[src/rtl/asm_endereco_atual_pkg.sv]
// rtl/asm_endereco_atual_pkg.sv - shared constants and state encoding for the playback address generator
// Purpose : default geometry, seek amounts in seconds, time_adder width and FSM state type.
package asm_endereco_atual_pkg;

   localparam int ADDR_W_DEF      = 22;
   localparam int SAMPLE_RATE_DEF = 8000;
   localparam int SEEK_SHORT_S    = 10;
   localparam int SEEK_LONG_S     = 30;
   localparam int TIME_W          = 9;

   typedef enum logic [1:0] {
      ST_STOP = 2'd0,
      ST_PLAY = 2'd1,
      ST_END  = 2'd2
   } state_e;

endpackage

[src/rtl/asm_endereco_atual_btn_edge.sv]
// rtl/asm_endereco_atual_btn_edge.sv - rising-edge detector for the seek buttons
// Purpose : one-cycle pulse per button press (btn & ~history).
// Ports   : clk, reset (sync, active-high), btn_i[W] button levels, rise_o[W] press pulses.
module btn_edge_detect #(
   parameter int W = 4
) (
   input  logic         clk,
   input  logic         reset,
   input  logic [W-1:0] btn_i,
   output logic [W-1:0] rise_o
);

   logic [W-1:0] hist_q;

   // History clears in reset so a button held across reset release reads as a fresh press.
   always_ff @(posedge clk) begin
      if (reset) begin
         hist_q <= '0;
      end else begin
         hist_q <= btn_i;
      end
   end

   assign rise_o = btn_i & ~hist_q;

endmodule

[src/rtl/asm_endereco_atual.sv]
// rtl/asm_endereco_atual.sv - playback address generator with seek buttons and end-of-song detection
// Purpose : advances the PCM address while playing, applies +/-10 s and +/-30 s seeks,
//           pulses prox_musica on end marker (PCM byte 0) or address exhaustion.
// Ports   : clk, reset (sync, active-high), count (1=play), passa_10s/volta_10s/
//           passa_30s/volta_30s (button levels), current_value[8] (PCM byte at endereco),
//           endereco[ADDR_W] (registered address), time_adder[9] signed seconds pulse,
//           prox_musica next-track pulse.
module asm_endereco_atual
   import asm_endereco_atual_pkg::*;
#(
   parameter int SAMPLE_RATE = SAMPLE_RATE_DEF,
   parameter int ADDR_W      = ADDR_W_DEF
) (
   input  logic                     clk,
   input  logic                     reset,
   input  logic                     count,
   input  logic                     passa_10s,
   input  logic                     volta_10s,
   input  logic                     passa_30s,
   input  logic                     volta_30s,
   input  logic [7:0]               current_value,
   output logic [ADDR_W-1:0]        endereco,
   output logic signed [TIME_W-1:0] time_adder,
   output logic                     prox_musica
);

   // One extra bit so forward overflow is visible in the sum.
   localparam logic [ADDR_W:0] MAX_ADDR   = {1'b0, {ADDR_W{1'b1}}};
   localparam logic [ADDR_W:0] STEP_SHORT = (ADDR_W+1)'(SEEK_SHORT_S * SAMPLE_RATE);
   localparam logic [ADDR_W:0] STEP_LONG  = (ADDR_W+1)'(SEEK_LONG_S * SAMPLE_RATE);
   localparam logic signed [TIME_W-1:0] SECS_SHORT = TIME_W'(SEEK_SHORT_S);
   localparam logic signed [TIME_W-1:0] SECS_LONG  = TIME_W'(SEEK_LONG_S);

   state_e                     state_q;
   logic [ADDR_W-1:0]          endereco_q;
   logic signed [TIME_W-1:0]   time_adder_q;
   logic                       prox_q;

   logic [3:0]                 btn_edge;
   logic [ADDR_W:0]            addr_ext;
   logic [ADDR_W:0]            seek_calc;
   logic                       seek_hit;
   logic                       seek_ok;
   logic [ADDR_W-1:0]          seek_addr;
   logic signed [TIME_W-1:0]   seek_secs;

   btn_edge_detect #(.W(4)) u_btn_edge (
      .clk    (clk),
      .reset  (reset),
      .btn_i  ({passa_30s, volta_30s, passa_10s, volta_10s}),
      .rise_o (btn_edge)
   );

   // Highest-priority edge wins; if that seek is out of range the cycle is still a
   // seek cycle (no increment) but nothing is applied.
   always_comb begin
      addr_ext  = {1'b0, endereco_q};
      seek_hit  = |btn_edge;
      seek_ok   = 1'b0;
      seek_calc = addr_ext;
      seek_secs = '0;
      if (btn_edge[3]) begin
         seek_calc = addr_ext + STEP_LONG;
         seek_ok   = (seek_calc <= MAX_ADDR);
         seek_secs = SECS_LONG;
      end else if (btn_edge[2]) begin
         seek_calc = addr_ext - STEP_LONG;
         seek_ok   = (addr_ext >= STEP_LONG);
         seek_secs = -SECS_LONG;
      end else if (btn_edge[1]) begin
         seek_calc = addr_ext + STEP_SHORT;
         seek_ok   = (seek_calc <= MAX_ADDR);
         seek_secs = SECS_SHORT;
      end else if (btn_edge[0]) begin
         seek_calc = addr_ext - STEP_SHORT;
         seek_ok   = (addr_ext >= STEP_SHORT);
         seek_secs = -SECS_SHORT;
      end
      seek_addr = seek_calc[ADDR_W-1:0];
   end

   always_ff @(posedge clk) begin
      if (reset) begin
         state_q      <= ST_STOP;
         endereco_q   <= '0;
         time_adder_q <= '0;
         prox_q       <= 1'b0;
      end else begin
         time_adder_q <= '0;
         prox_q       <= 1'b0;
         case (state_q)
            ST_STOP: begin
               if (seek_ok) begin
                  endereco_q   <= seek_addr;
                  time_adder_q <= seek_secs;
               end
               state_q <= count ? ST_PLAY : ST_STOP;
            end
            ST_PLAY: begin
               if (current_value == 8'd0) begin
                  state_q    <= ST_END;
                  endereco_q <= '0;
                  prox_q     <= 1'b1;
               end else if (seek_hit) begin
                  if (seek_ok) begin
                     endereco_q   <= seek_addr;
                     time_adder_q <= seek_secs;
                  end
                  state_q <= count ? ST_PLAY : ST_STOP;
               end else if (!count) begin
                  state_q <= ST_STOP;
               end else if (endereco_q == MAX_ADDR[ADDR_W-1:0]) begin
                  // Last address played: finish the track instead of wrapping.
                  state_q    <= ST_END;
                  endereco_q <= '0;
                  prox_q     <= 1'b1;
               end else begin
                  endereco_q <= endereco_q + 1'b1;
               end
            end
            ST_END: begin
               state_q <= count ? ST_PLAY : ST_STOP;
            end
            default: begin
               state_q <= ST_STOP;
            end
         endcase
      end
   end

   assign endereco    = endereco_q;
   assign time_adder  = time_adder_q;
   assign prox_musica = prox_q;

endmodule

[config.mk]
export PLATFORM = sky130hd
export DESIGN_NAME = asm_endereco_atual
export DESIGN_NICKNAME = d
export VERILOG_FILES = /design/src/rtl/asm_endereco_atual_pkg.sv /design/src/rtl/asm_endereco_atual_btn_edge.sv /design/src/rtl/asm_endereco_atual.sv
export SDC_FILE = /design/constraint.sdc
export NUM_CORES = 1
export LEC_CHECK = 0
export ABC_AREA = 1
export BUFFER_PORTS_ARGS = -buffer_cell sky130_fd_sc_hd__buf_2
export CORE_ASPECT_RATIO = 1.5
export CORE_MARGIN = 3
export CORE_UTILIZATION = 41
export DETAILED_ROUTE_END_ITERATION = 8
export GPL_TIMING_DRIVEN = 1
export HOLD_SLACK_MARGIN = 0.15
export MAX_ROUTING_LAYER = met4
export PLACE_DENSITY = 0.62
export SYNTH_ARGS = -nofsm -noshare
export SYNTH_HDL_FRONTEND = slang
export SYNTH_HIERARCHICAL = 1
export SYNTH_SLANG_ARGS = --single-unit
[constraint.sdc]
create_clock -name clk -period 4.2 [get_ports clk]
set_input_delay 0.21 -clock clk [delete_from_list [all_inputs] [get_ports clk]]
set_output_delay 0.21 -clock clk [all_outputs]
set_load 0.005 [all_outputs]
==> qor.yml, run 1 <==
place_area_mm2: 0.00413
die_area_mm2: 0.0108
hold_viol_final: 0
coreArea_mm2: 0.00925
timing.fmax_mhz: 315
synth_top_area_cell: "nand2_1"
p_sw_frac: 0.481
path_class: "primary input to flop"
port_buffers: 45
syn_to_final_growth_pct: 10.8
min_path_type: "primary input to flop"
tritoncts: "done"
clock-sinks: 33
required_ps: 4370
reg2reg_setup_slack_ps: 1050
syn_area_per_cell_um2: 5.49
pwr-share-clk: 0.249
first_pass_iters: 6
endpoint: "endereco[4]"
multi_input_area_mm2: 0.00275
synth_seq_area_share: 0.169
relSlewSlack: 0.338
finalCriticalPeriod_ps: 3170
core.rowCount: 43
antenna_found_initial: 0
setup_viol: 0
worst_ir_drop_vdd_uv: 320
fin_area_mm2: 0.00433
die_h_um: 126
tns_ps: 0
postRouteAntennaNets: 0
path_clk_slew_ps: 60
fin_skew_ps: 13.0
worstSetupEndpointType: "flop"
startpoint: "volta_30s"
final-seq-area_um2: 661
dp_slack_ps: 1140
critical_path.cell_chain: "dlygate4sd3_1 > buf_2 > inv_1 > nor2_1 > nor2_4 > inv_2 > nor3_4 > inv_2 > o31ai_2 > nor2_1 > inv_2 > nor3_1 > nand2_1 > xor2_1 > nor2_1"
drc: 0
gp_congestion: 1.13
yosys.cell_types.count: 42
grt_max_degree: 28
start_util: 0.422
overflow: 0
syn_inst: 712
grt_pass1_vias: 4650
diodes: 0
power_switching_w: 0.000862
synth-async-reset-ratio: 0
crit_slowest_cell: "nor2_1"
io_pins: 47
cts_resized: 0
numCtsBuffers: 5
drv_slew: 0
drive_gt1_frac: 0.120
internal-power_w: 0.000929
vias: 5116
cp_data_arrival_time_ps: 3340
root_buffer: "clkbuf_16"
yosysWarnings: 6
grt_pass1_wl_mm: 24.4
worstMarginPinSlew_ps: 990
clock_latency_ps: 290
yosys.area.top_type_share: 0.191
r2r-start: "endereco[7]"
crit_fanout: 10
dp_hpwl_mm: 11.6
startpoint_type: "primary input"
power.total_w: 0.00179
outcome: "finished clean"
n_fill_cell: 1037
seq_power_share: 0.263
synth-main-ff-cell: "dfxtp_1"
syn_nets: 733
power.density_mw_per_mm2: 414
die-width_um: 85.7
rsz0062_at_grt: "no"
slowest_delay_ps: 740
yosys_register_bits: 33
globalRouteTotalUtil: 0.299
p_comb_frac: 0.488
clockBufferDepth: 2
p_leak_nw: 2.01
wl_per_cell_um: 18.3
finalNetCount: 761
period_share: 0.755
wl_mm: 15.6
worst_slack_ps: 1030
worst_r2r_endpoint: "endereco[18]"
cap_violations: 0
synth_area_leaders: "nand2_1, dfxtp_1, nand3_1"
synth_edf_count: 0
drtIter0Drc: 607
htree_levels: 2
synth_area_mm2: 0.00391
via_per_inst: 6.00
reg2regPathDepth: 21
-- cell type report --
type | count | share of cell area
multi-input combinational | 567 | 0.635
sequential | 33 | 0.153
timing repair buffer | 57 | 0.0746
inverter | 76 | 0.0659
clock buffer | 7 | 0.0330
tap | 112 | 0.0324
clock inverter | 1 | 0.00694
-- cell usage after synthesis (4+ instances only) --
| cell type | number |
|---|---|
| nand2_1 | 199 |
| dfxtp_1 | 33 |
| nor2_1 | 93 |
| buf_2 | 12 |
| ha_1 | 6 |
| nor3_1 | 13 |
| nand3_1 | 75 |
| inv_2 | 12 |
| xor2_1 | 18 |
| buf_4 | 9 |
| inv_1 | 62 |
| clkbuf_1 | 10 |
| o31ai_1 | 4 |
| a21oi_1 | 41 |
| nand4_1 | 17 |
| a31oi_1 | 5 |
| o2111ai_1 | 4 |
| buf_6 | 4 |
| o211ai_1 | 4 |
| o21ai_0 | 59 |
-- flip-flops by register name, indices dropped and copies added (netlist names) --
signal             flops
endereco              22
time_adder             4
state_q                2
u_btn_edge/hist_q      4
prox_musica            1
-- cells in the final DEF, fill, tap and decap left out, types with 2 or more instances in the layout --
cell type      Yosys  routed
dfxtp_1           33      33
o21ai_2            2       2
nand2_4            3       3
nor4_1             2       2
xor2_1            18      18
o2111ai_1          4       4
nand2_1          199     199
nand3_1           75      75
buf_2             12      45
o31ai_1            4       4
nor3_1            13      13
a211oi_1           2       2
nor2_1            93      93
nand4_1           17      17
a31oi_1            5       5
inv_2             12      12
a21oi_1           41      41
o211ai_1           4       4
clkbuf_16          0       5
ha_1               6       6
nor2_2             3       3
o21ai_0           59      59
nand2_2            3       3
inv_1             62      62
dlygate4sd3_1      0       3
buf_4              9       9
clkinv_1           2       2
-- worst min path at each step --
| stage | cells past startpoint | slack [ps] | from | to |
|---|---|---|---|---|
| 4_1_cts | 3 | 150 | passa_30s | u_btn_edge/hist_q[3] |
| 2_1_floorplan | 1 | 280 | reset | endereco[16] |
| 3_5_place_dp | 3 | 440 | volta_10s | u_btn_edge/hist_q[0] |
| 3_3_place_gp | 3 | 420 | volta_10s | u_btn_edge/hist_q[0] |
| 6_report | 3 | 150 | passa_30s | u_btn_edge/hist_q[3] |
| 5_1_grt | 3 | 190 | passa_30s | u_btn_edge/hist_q[3] |
-- through the flow --
stage          hold slack, ps   util  std cells
2_1_floorplan             279      -        712
3_3_place_gp              425  0.446        842
3_5_place_dp              440  0.446        842
4_1_cts                   153  0.468        853
5_1_grt                   190  0.468        853
6_report                  152  0.468        853
-- kinds of logic after synthesis --
family / Yosys count / synth area share
flip-flops: 33 / 0.169
other: 1 / 0.000960
buffers and inverters: 112 / 0.128
AND/OR/NAND/NOR: 415 / 0.461
adder cells (fa/ha/maj): 6 / 0.0192
AO/OA/AOI/OAI: 127 / 0.182
XOR/XNOR: 18 / 0.0403
-- metal layers --
layer | global-route usage | vias up | routed length (um)
li1 | - | 2395 | -
met1 | 0.322 | 2343 | 5480
met2 | 0.497 | 291 | 7690
met3 | 0.0560 | 87 | 1370
met4 | 0.186 | 0 | 1030
met5 | - | - | 0
-- worst max-delay path: cells and delay by family --
kind	cells	cell delay (ps)
xor+xnor	1	140
buf+inv	6	1160
simple gates	7	1710
compound gates	1	110
-- power by group through the flow --
| stage | registers, W | logic, W | clock network (W) |
|---|---|---|---|
| floorplan | 0.000395 | 0.000683 | 0 |
| global placement | 0.000472 | 0.000850 | 0 |
| detailed placement | 0.000472 | 0.000850 | 0 |
| CTS | 0.000466 | 0.000856 | 0.000452 |
| global route | 0.000479 | 0.000971 | 0.000466 |
| finish | 0.000471 | 0.000875 | 0.000446 |
-- what timing repair did --
action / in CTS / in global routing
endpoints found under the setup margin: 0 / 0
buffers inserted: 0 / 0
hold buffers: 3 / 0
hold endpoints to repair: 3 / 0
Note: power is estimated with default switching activity, not from simulation.
==> inputs of run 2 (changes only) <==
--- a/config.mk
+++ b/config.mk
@@ -5,7 +5,7 @@
 export SDC_FILE = /design/constraint.sdc
 export NUM_CORES = 1
 export LEC_CHECK = 0
-export ABC_AREA = 1
+export ABC_AREA = 0
 export BUFFER_PORTS_ARGS = -buffer_cell sky130_fd_sc_hd__buf_2
 export CORE_ASPECT_RATIO = 1.5
 export CORE_MARGIN = 3
@@ -14,7 +14,7 @@
 export GPL_TIMING_DRIVEN = 1
 export HOLD_SLACK_MARGIN = 0.15
 export MAX_ROUTING_LAYER = met4
-export PLACE_DENSITY = 0.62
+export PLACE_DENSITY = 0.64
 export SYNTH_ARGS = -nofsm -noshare
 export SYNTH_HDL_FRONTEND = slang
 export SYNTH_HIERARCHICAL = 1
==> constraint.sdc (replaced) <==
create_clock -name clk -period 2.8 [get_ports clk]
set_input_delay 0.14 -clock clk [delete_from_list [all_inputs] [get_ports clk]]
set_output_delay 0.14 -clock clk [all_outputs]
set_load 0.005 [all_outputs]
==> qor.yml, run 2 <==
cap_violations: 0  # unchanged
yosys_register_bits: 33  # unchanged
root_buffer: "clkbuf_16"  # unchanged
synth_edf_count: 0  # unchanged
path_class: "flop to flop"  # was primary input to flop
overflow: 0  # unchanged
relSlewSlack: 0.448  # was 0.338
diodes: 0  # unchanged
drc: 0  # unchanged
drv_slew: 0  # unchanged
required_ps: 2970  # was 4370 ps
wl_mm: 17.9  # was 15.6 mm
postRouteAntennaNets: 0  # unchanged
timing.fmax_mhz: 364
start_util: 0.425  # was 0.422
first_pass_iters: 5  # was 6
synth_most_common_cell: "nand2_1"  # unchanged
grt_pass1_wl_mm: 27.5  # was 24.4 mm
die_area_mm2: 0.0114  # was 0.0108 mm^2
globalRouteTotalUtil: 0.325  # was 0.299
layout_commonest_cell: "buf_4"  # was nand2_1
wl_per_cell_um: 21.9  # was 18.3 um
power.density_mw_per_mm2: 668  # was 414 mW/mm^2
grt_pass1_vias: 5068  # was 4650
internal-power_w: 0.00201  # was 0.000929 W
synth-main-ff-cell: "dfxtp_1"  # unchanged
finalNetCount: 721  # was 761
via_per_inst: 6.48  # was 6.00
drive_gt1_frac: 0.375  # was 0.120
antenna_found_initial: 0  # unchanged
coreArea_mm2: 0.00980  # was 0.00925 mm^2
tns_ps: 0  # unchanged
clock_latency_ps: 290  # about the same
grt_max_degree: 38  # was 28
hold_viol_final: 0  # unchanged
seq_power_share: 0.196  # was 0.263
power_switching_w: 0.00170  # was 0.000862 W
synth-async-reset-ratio: 0  # unchanged
clockBufferDepth: 2  # unchanged
critical_path.cell_chain: "buf_12 > or3_4 > o2111ai_2 > a21oi_2 > o31ai_2 > buf_4 > a31oi_2 > buf_4 > o211ai_1 > a211oi_1 > o31a_1"  # was dlygate4sd3_1 > buf_2 > inv_1 > nor2_1 > nor2_4 > inv_2 > nor3_4 > inv_2 > o31ai_2 > nor2_1 > inv_2 > nor3_1 > nand2_1 > xor2_1 > nor2_1
die_h_um: 129  # was 126 um
crit_family: "compound AO/OA/AOI/OAI gates"  # was simple AND/OR/NAND/NOR gates
outcome: "finished clean"  # unchanged
pwr-share-clk: 0.148  # was 0.249
path_clk_slew_ps: 60  # about the same
port_buffers: 45  # unchanged
crit_slowest_cell: "or3_4"  # was nor2_1
worstSetupEndpointType: "flop"  # unchanged
synth_seq_area_share: 0.159  # was 0.169
gp_congestion: 0.992  # was 1.13
worstMarginPinSlew_ps: 821  # was 990 ps
yosys.area.top_type_share: 0.159  # was 0.191
finalCriticalPeriod_ps: 2750
n_fill_cell: 940  # was 1037
largest_reg_flops: 22  # unchanged
syn_inst: 568  # was 712
crit_path_frequent_cell: "buf_4"
p_leak_nw: 2.23  # was 2.01 nW
worst_ir_drop_vdd_uv: 381  # was 320 uV
syn_area_per_cell_um2: 7.33  # was 5.49 um^2
synth_area_mm2: 0.00416  # was 0.00391 mm^2
period_share: 0.982
tritoncts: "done"  # unchanged
path_buf_inv: 3  # was 6
cp_data_arrival_time_ps: 2920  # was 3340 ps
p_sw_frac: 0.459  # was 0.481
slowest_delay_ps: 370  # was 740 ps
synth_top_area_cell: "dfxtp_1"  # was nand2_1
fin_skew_ps: 6.67  # was 13.0 ps
holdWs_ps: 265  # was 152 ps
io_pins: 47  # unchanged
final_cell_mix: "buf_4, nand2_1, buf_2"  # was nand2_1, nor2_1, nand3_1
synthTopCellsByCount: "nand2_1, nor2_1, o21ai_0"  # was nand2_1, nor2_1, nand3_1
multi_input_area_mm2: 0.00319  # was 0.00275 mm^2
die-width_um: 88.3  # was 85.7 um
setup_viol: 0  # unchanged
crit_fanout: 6  # was 10
yosysWarnings: 6  # unchanged
htree_levels: 2  # unchanged
dp_hpwl_mm: 14.1  # was 11.6 mm
p_comb_frac: 0.656  # was 0.488
final-seq-area_um2: 681  # was 661 um^2
syn_to_final_growth_pct: 33.4  # was 10.8%
numCtsBuffers: 5  # unchanged
power.total_w: 0.00371  # was 0.00179 W
min_path_type: "primary input to flop"  # unchanged
drtIter0Drc: 502  # was 607
syn_nets: 589  # was 733
yosys.cell_types.count: 95  # was 42
clock-sinks: 33  # unchanged
startpoint_type: "flop"  # was primary input
synth_area_leaders: "dfxtp_1, nand2_1, o21ai_0"  # was nand2_1, dfxtp_1, nand3_1
vias: 5289  # was 5116
core.rowCount: 44  # was 43
==> run 2: cell count changes in the layout (fill, tap and decap cells not counted), moves of 10 or more <==
cell,change
a211oi_1,+12
a21oi_1,-10
buf_4,+117
dfxtp_1,-10
inv_1,-46
inv_2,-10
nand2_1,-148
nand3_1,-47
nor2_1,-50
o21ai_0,-22
xor2_1,-12
==> run 2: final timing paths <==
path	start	to	slack, ps	cells after the start
worst max register to register	endereco[12]	endereco[18]	50	11
worst max-delay path	endereco[12]	endereco[18]	50	11
worst min-delay path	reset	u_btn_edge/hist_q[1]	270	2
worst min register to register	endereco[5]	endereco[5]	580	2
==> run 2: cells by family after synthesis <==
| logic type | count (synthesis) | synth area share |
|---|---|---|
| simple gates | 234 | 0.309 |
| compound gates | 198 | 0.355 |
| buf+inv | 77 | 0.117 |
| flops | 33 | 0.159 |
| xor+xnor | 14 | 0.0294 |
| fa+ha+maj | 6 | 0.0180 |
| mux | 5 | 0.0129 |
| other cells | 1 | 0.000901 |
==> run 2: power by group through the flow <==
stage,combinational [W],clock [W],sequential [W]
after global routing,0.00261,0.000575,0.000738
after floorplan,0.00136,0,0.000614
final,0.00243,0.000549,0.000728
after global placement,0.00223,0,0.000709
after CTS,0.00226,0.000564,0.000706
after detailed placement,0.00222,0,0.000709
==> run 2: repair_timing <==
| item | 4_1_cts | 5_1_grt |
|---|---|---|
| buffers inserted | 2 | 5 |
| pin swaps | 2 | 10 |
| endpoints found under the setup margin | 18 | 19 |
| hold endpoints to repair | 5 | 0 |
| hold buffers | 5 | 0 |
| resized for setup | 15 | 35 |
==> run 2: final cells by class <==
| type | count | area share |
|---|---|---|
| timing repair buffer | 183 | 0.239 |
| tap | 115 | 0.0259 |
| multi-input combinational | 458 | 0.574 |
| clock inverter | 3 | 0.00315 |
| inverter | 19 | 0.0131 |
| sequential | 33 | 0.123 |
| clock buffer | 5 | 0.0225 |
==> run 2: worst register-to-register path, stage by stage, from the launching register on <==
cell and delay [ps]:
dfxtp_4 360, buf_12 140, or3_4 380, o2111ai_2 270, a21oi_2 110, o31ai_2 300, buf_4 170, a31oi_2 100
buf_4 160, o211ai_1 280, a211oi_1 130, o31a_1 240
==> run 2: metrics by stage <==
stage	area (um^2)	util	cells	setup WS, ps
floorplan	4160	-	568	77.0
global placement	5090	0.519	796	-209
detailed placement	5090	0.519	796	-160
CTS	5340	0.545	811	18.4
global route	5550	0.567	816	-13.2
finish	5550	0.567	816	51.7
==> run 2: metal layers <==
metal	routed length, um	track usage
met3	1310	0.0452
met1	6580	0.363
met4	1110	0.197
met5	0	-
met2	8900	0.537
==> inputs of run 3 (changes only) <==
--- a/config.mk
+++ b/config.mk
@@ -6,15 +6,14 @@
 export NUM_CORES = 1
 export LEC_CHECK = 0
 export ABC_AREA = 0
-export BUFFER_PORTS_ARGS = -buffer_cell sky130_fd_sc_hd__buf_2
 export CORE_ASPECT_RATIO = 1.5
 export CORE_MARGIN = 3
 export CORE_UTILIZATION = 41
 export DETAILED_ROUTE_END_ITERATION = 8
+export DONT_BUFFER_PORTS = 1
 export GPL_TIMING_DRIVEN = 1
 export HOLD_SLACK_MARGIN = 0.15
-export MAX_ROUTING_LAYER = met4
-export PLACE_DENSITY = 0.64
+export PLACE_DENSITY = 0.59
 export SYNTH_ARGS = -nofsm -noshare
 export SYNTH_HDL_FRONTEND = slang
 export SYNTH_HIERARCHICAL = 1
==> qor.yml, run 3 (synthesized netlist as in run 2, its figures left out) <==
endpoint: "endereco[13]"  # was endereco[18]
n_fill_cell: 996  # was 940
syn_to_final_growth_pct: 23.9  # was 33.4%
fin_skew_ps: 2.82  # was 6.67 ps
root_buffer: "clkbuf_16"  # unchanged
grt_pass1_wl_mm: 27.6  # was 27.5 mm
hold_viol_final: 0  # unchanged
timing.fmax_mhz: 364  # about the same
io_pins: 47  # unchanged
largest_reg_flops: 22  # unchanged
dp_hpwl_mm: 14.1  # about the same
overflow: 0  # unchanged
antenna_found_initial: 0  # unchanged
grt_pass1_vias: 4923  # was 5068
port_buffers: 0  # was 45
setup_viol: 0  # unchanged
crit_path_frequent_cell: "buf_4"  # unchanged
final_cell_mix: "buf_4, nand2_1, nor2_1"  # was buf_4, nand2_1, buf_2
min_path_type: "primary input to flop"  # unchanged
die_h_um: 129  # unchanged
crit_fanout: 12  # was 6
worst_slack_ps: 52.4  # was 51.7 ps
diodes: 0  # unchanged
period_share: 0.981  # was 0.982
drtIter0Drc: 589  # was 502
via_per_inst: 6.86  # was 6.48
core.rowCount: 44  # unchanged
htree_levels: 2  # unchanged
tritoncts: "done"  # unchanged
power.density_mw_per_mm2: 702  # was 668 mW/mm^2
layout_commonest_cell: "buf_4"  # unchanged
numCtsBuffers: 5  # unchanged
outcome: "finished clean"  # unchanged
clock-sinks: 33  # unchanged
worstMarginPinSlew_ps: 799  # was 821 ps
wl_per_cell_um: 24.2  # was 21.9 um
coreArea_mm2: 0.00980  # unchanged
path_class: "flop to flop"  # unchanged
start_util: 0.425  # unchanged
worstSetupEndpointType: "flop"  # unchanged
worst_r2r_endpoint: "endereco[13]"  # was endereco[18]
die_area_mm2: 0.0114  # unchanged
cp_data_arrival_time_ps: 2920  # about the same
globalRouteTotalUtil: 0.321  # was 0.325
finalCriticalPeriod_ps: 2750  # about the same
cap_violations: 0  # unchanged
wl_mm: 18.3  # was 17.9 mm
worst_ir_drop_vdd_uv: 471  # was 381 uV
gp_congestion: 1.04  # was 0.992
dp_slack_ps: -218  # was -160 ps
startpoint: "endereco[8]"  # was endereco[12]
drive_gt1_frac: 0.310  # was 0.375
first_pass_iters: 5  # unchanged
crit_slowest_cell: "a31oi_1"  # was or3_4
drc: 0  # unchanged
vias: 5196  # was 5289
r2r-start: "endereco[8]"  # was endereco[12]
finalNetCount: 662  # was 721
slowest_delay_ps: 410  # was 370 ps
postRouteAntennaNets: 0  # unchanged
clock_latency_ps: 290  # about the same
reg2reg_setup_slack_ps: 50  # about the same
utilization: 0.527  # was 0.567
critical_path.cell_chain: "ha_4 > buf_4 > a31oi_1 > o41ai_1 > o2111a_2 > a31oi_2 > o21ai_2 > buf_4 > a21o_1 > a311o_1"  # was buf_12 > or3_4 > o2111ai_2 > a21oi_2 > o31ai_2 > buf_4 > a31oi_2 > buf_4 > o211ai_1 > a211oi_1 > o31a_1
drv_slew: 0  # unchanged
startpoint_type: "flop"  # unchanged
path_clk_slew_ps: 60  # about the same
clockBufferDepth: 2  # unchanged
required_ps: 2970  # about the same
p_leak_nw: 1.93  # was 2.23 nW
die-width_um: 88.3  # unchanged
grt_max_degree: 38  # unchanged
relSlewSlack: 0.462  # was 0.448
reg2regPathDepth: 10  # was 11
==> run 3: cell types whose count changed in the layout (fill, tap and decap cells not counted), moves of 2 or more <==
| cell | delta |
|---|---|
| dfxtp_4 | -2 |
| clkinv_2 | -2 |
| buf_4 | -9 |
| buf_6 | -4 |
| nor4_1 | +2 |
| clkbuf_1 | +2 |
| buf_12 | -2 |
| dfxtp_1 | +2 |
| a211oi_1 | -3 |
| a211oi_2 | +3 |
| buf_2 | -45 |
==> run 3: power breakdown <==
group / internal, W / switching (W) / total (W)
registers: 0.000551 / 0.000154 / 0.000705
clock network: 0.000331 / 0.000231 / 0.000562
logic: 0.00103 / 0.00133 / 0.00235
==> run 3: final cells by class <==
cell class	count	area, um^2	area share
flip-flops and latches	33	673	0.130
well taps	115	144	0.0279
repair buffers	124	958	0.186
clock inverters	1	7.51	0.00145
multi-input cells	458	3170	0.615
inverters	19	72.6	0.0141
clock buffers	7	133	0.0257
==> run 3: worst min-delay path by stage <==
stage | start | end | slack (ps) | cells after the start
6_report | reset | endereco[13] | 200 | 2
5_1_grt | reset | endereco[13] | 190 | 2
4_1_cts | reset | endereco[13] | 180 | 2
3_5_place_dp | reset | u_btn_edge/hist_q[3] | 220 | 1
3_3_place_gp | reset | endereco[1] | 220 | 1
2_1_floorplan | reset | u_btn_edge/hist_q[0] | 210 | 1
==> run 3: timing repair <==
item,4_1_cts,5_1_grt
pin swaps,1,7
endpoints found under the setup margin,17,19
hold buffers,6,0
buffers inserted,1,2
hold endpoints to repair,19,0
gates resized for setup,12,30
==> run 3: stage by stage <==
| stage | area (um^2) | hold slack, ps | TNS [ps] | total power, W | std cells |
|---|---|---|---|---|---|
| global route | 5160 | 194 | -73.9 | 0.00380 | 757 |
| detailed placement | 4770 | 217 | -1900 | 0.00285 | 740 |
| finish | 5160 | 196 | 0 | 0.00362 | 757 |
| CTS | 5010 | 184 | 0 | 0.00346 | 755 |
| global placement | 4770 | 216 | -3650 | 0.00286 | 740 |
| floorplan | 4160 | 212 | 0 | 0.00198 | 568 |
==> run 3: critical path, delay by kind of cell (launching register included) <==
family / cells / cell delay, ps
DFF: 1 / 360
buffers and inverters: 2 / 360
AOI/OAI and AO/OA: 7 / 1730
adders and majority gates: 1 / 170
==> run 3: per-layer routing <==
metal  GRT usage  vias to the layer above  part of all wire
met5           0                        -                 0
met2       0.517                      357              0.48
met3      0.0509                      102             0.080
met1       0.375                     2436              0.35
met4       0.240                        0             0.089
li1            -                     2301                 -
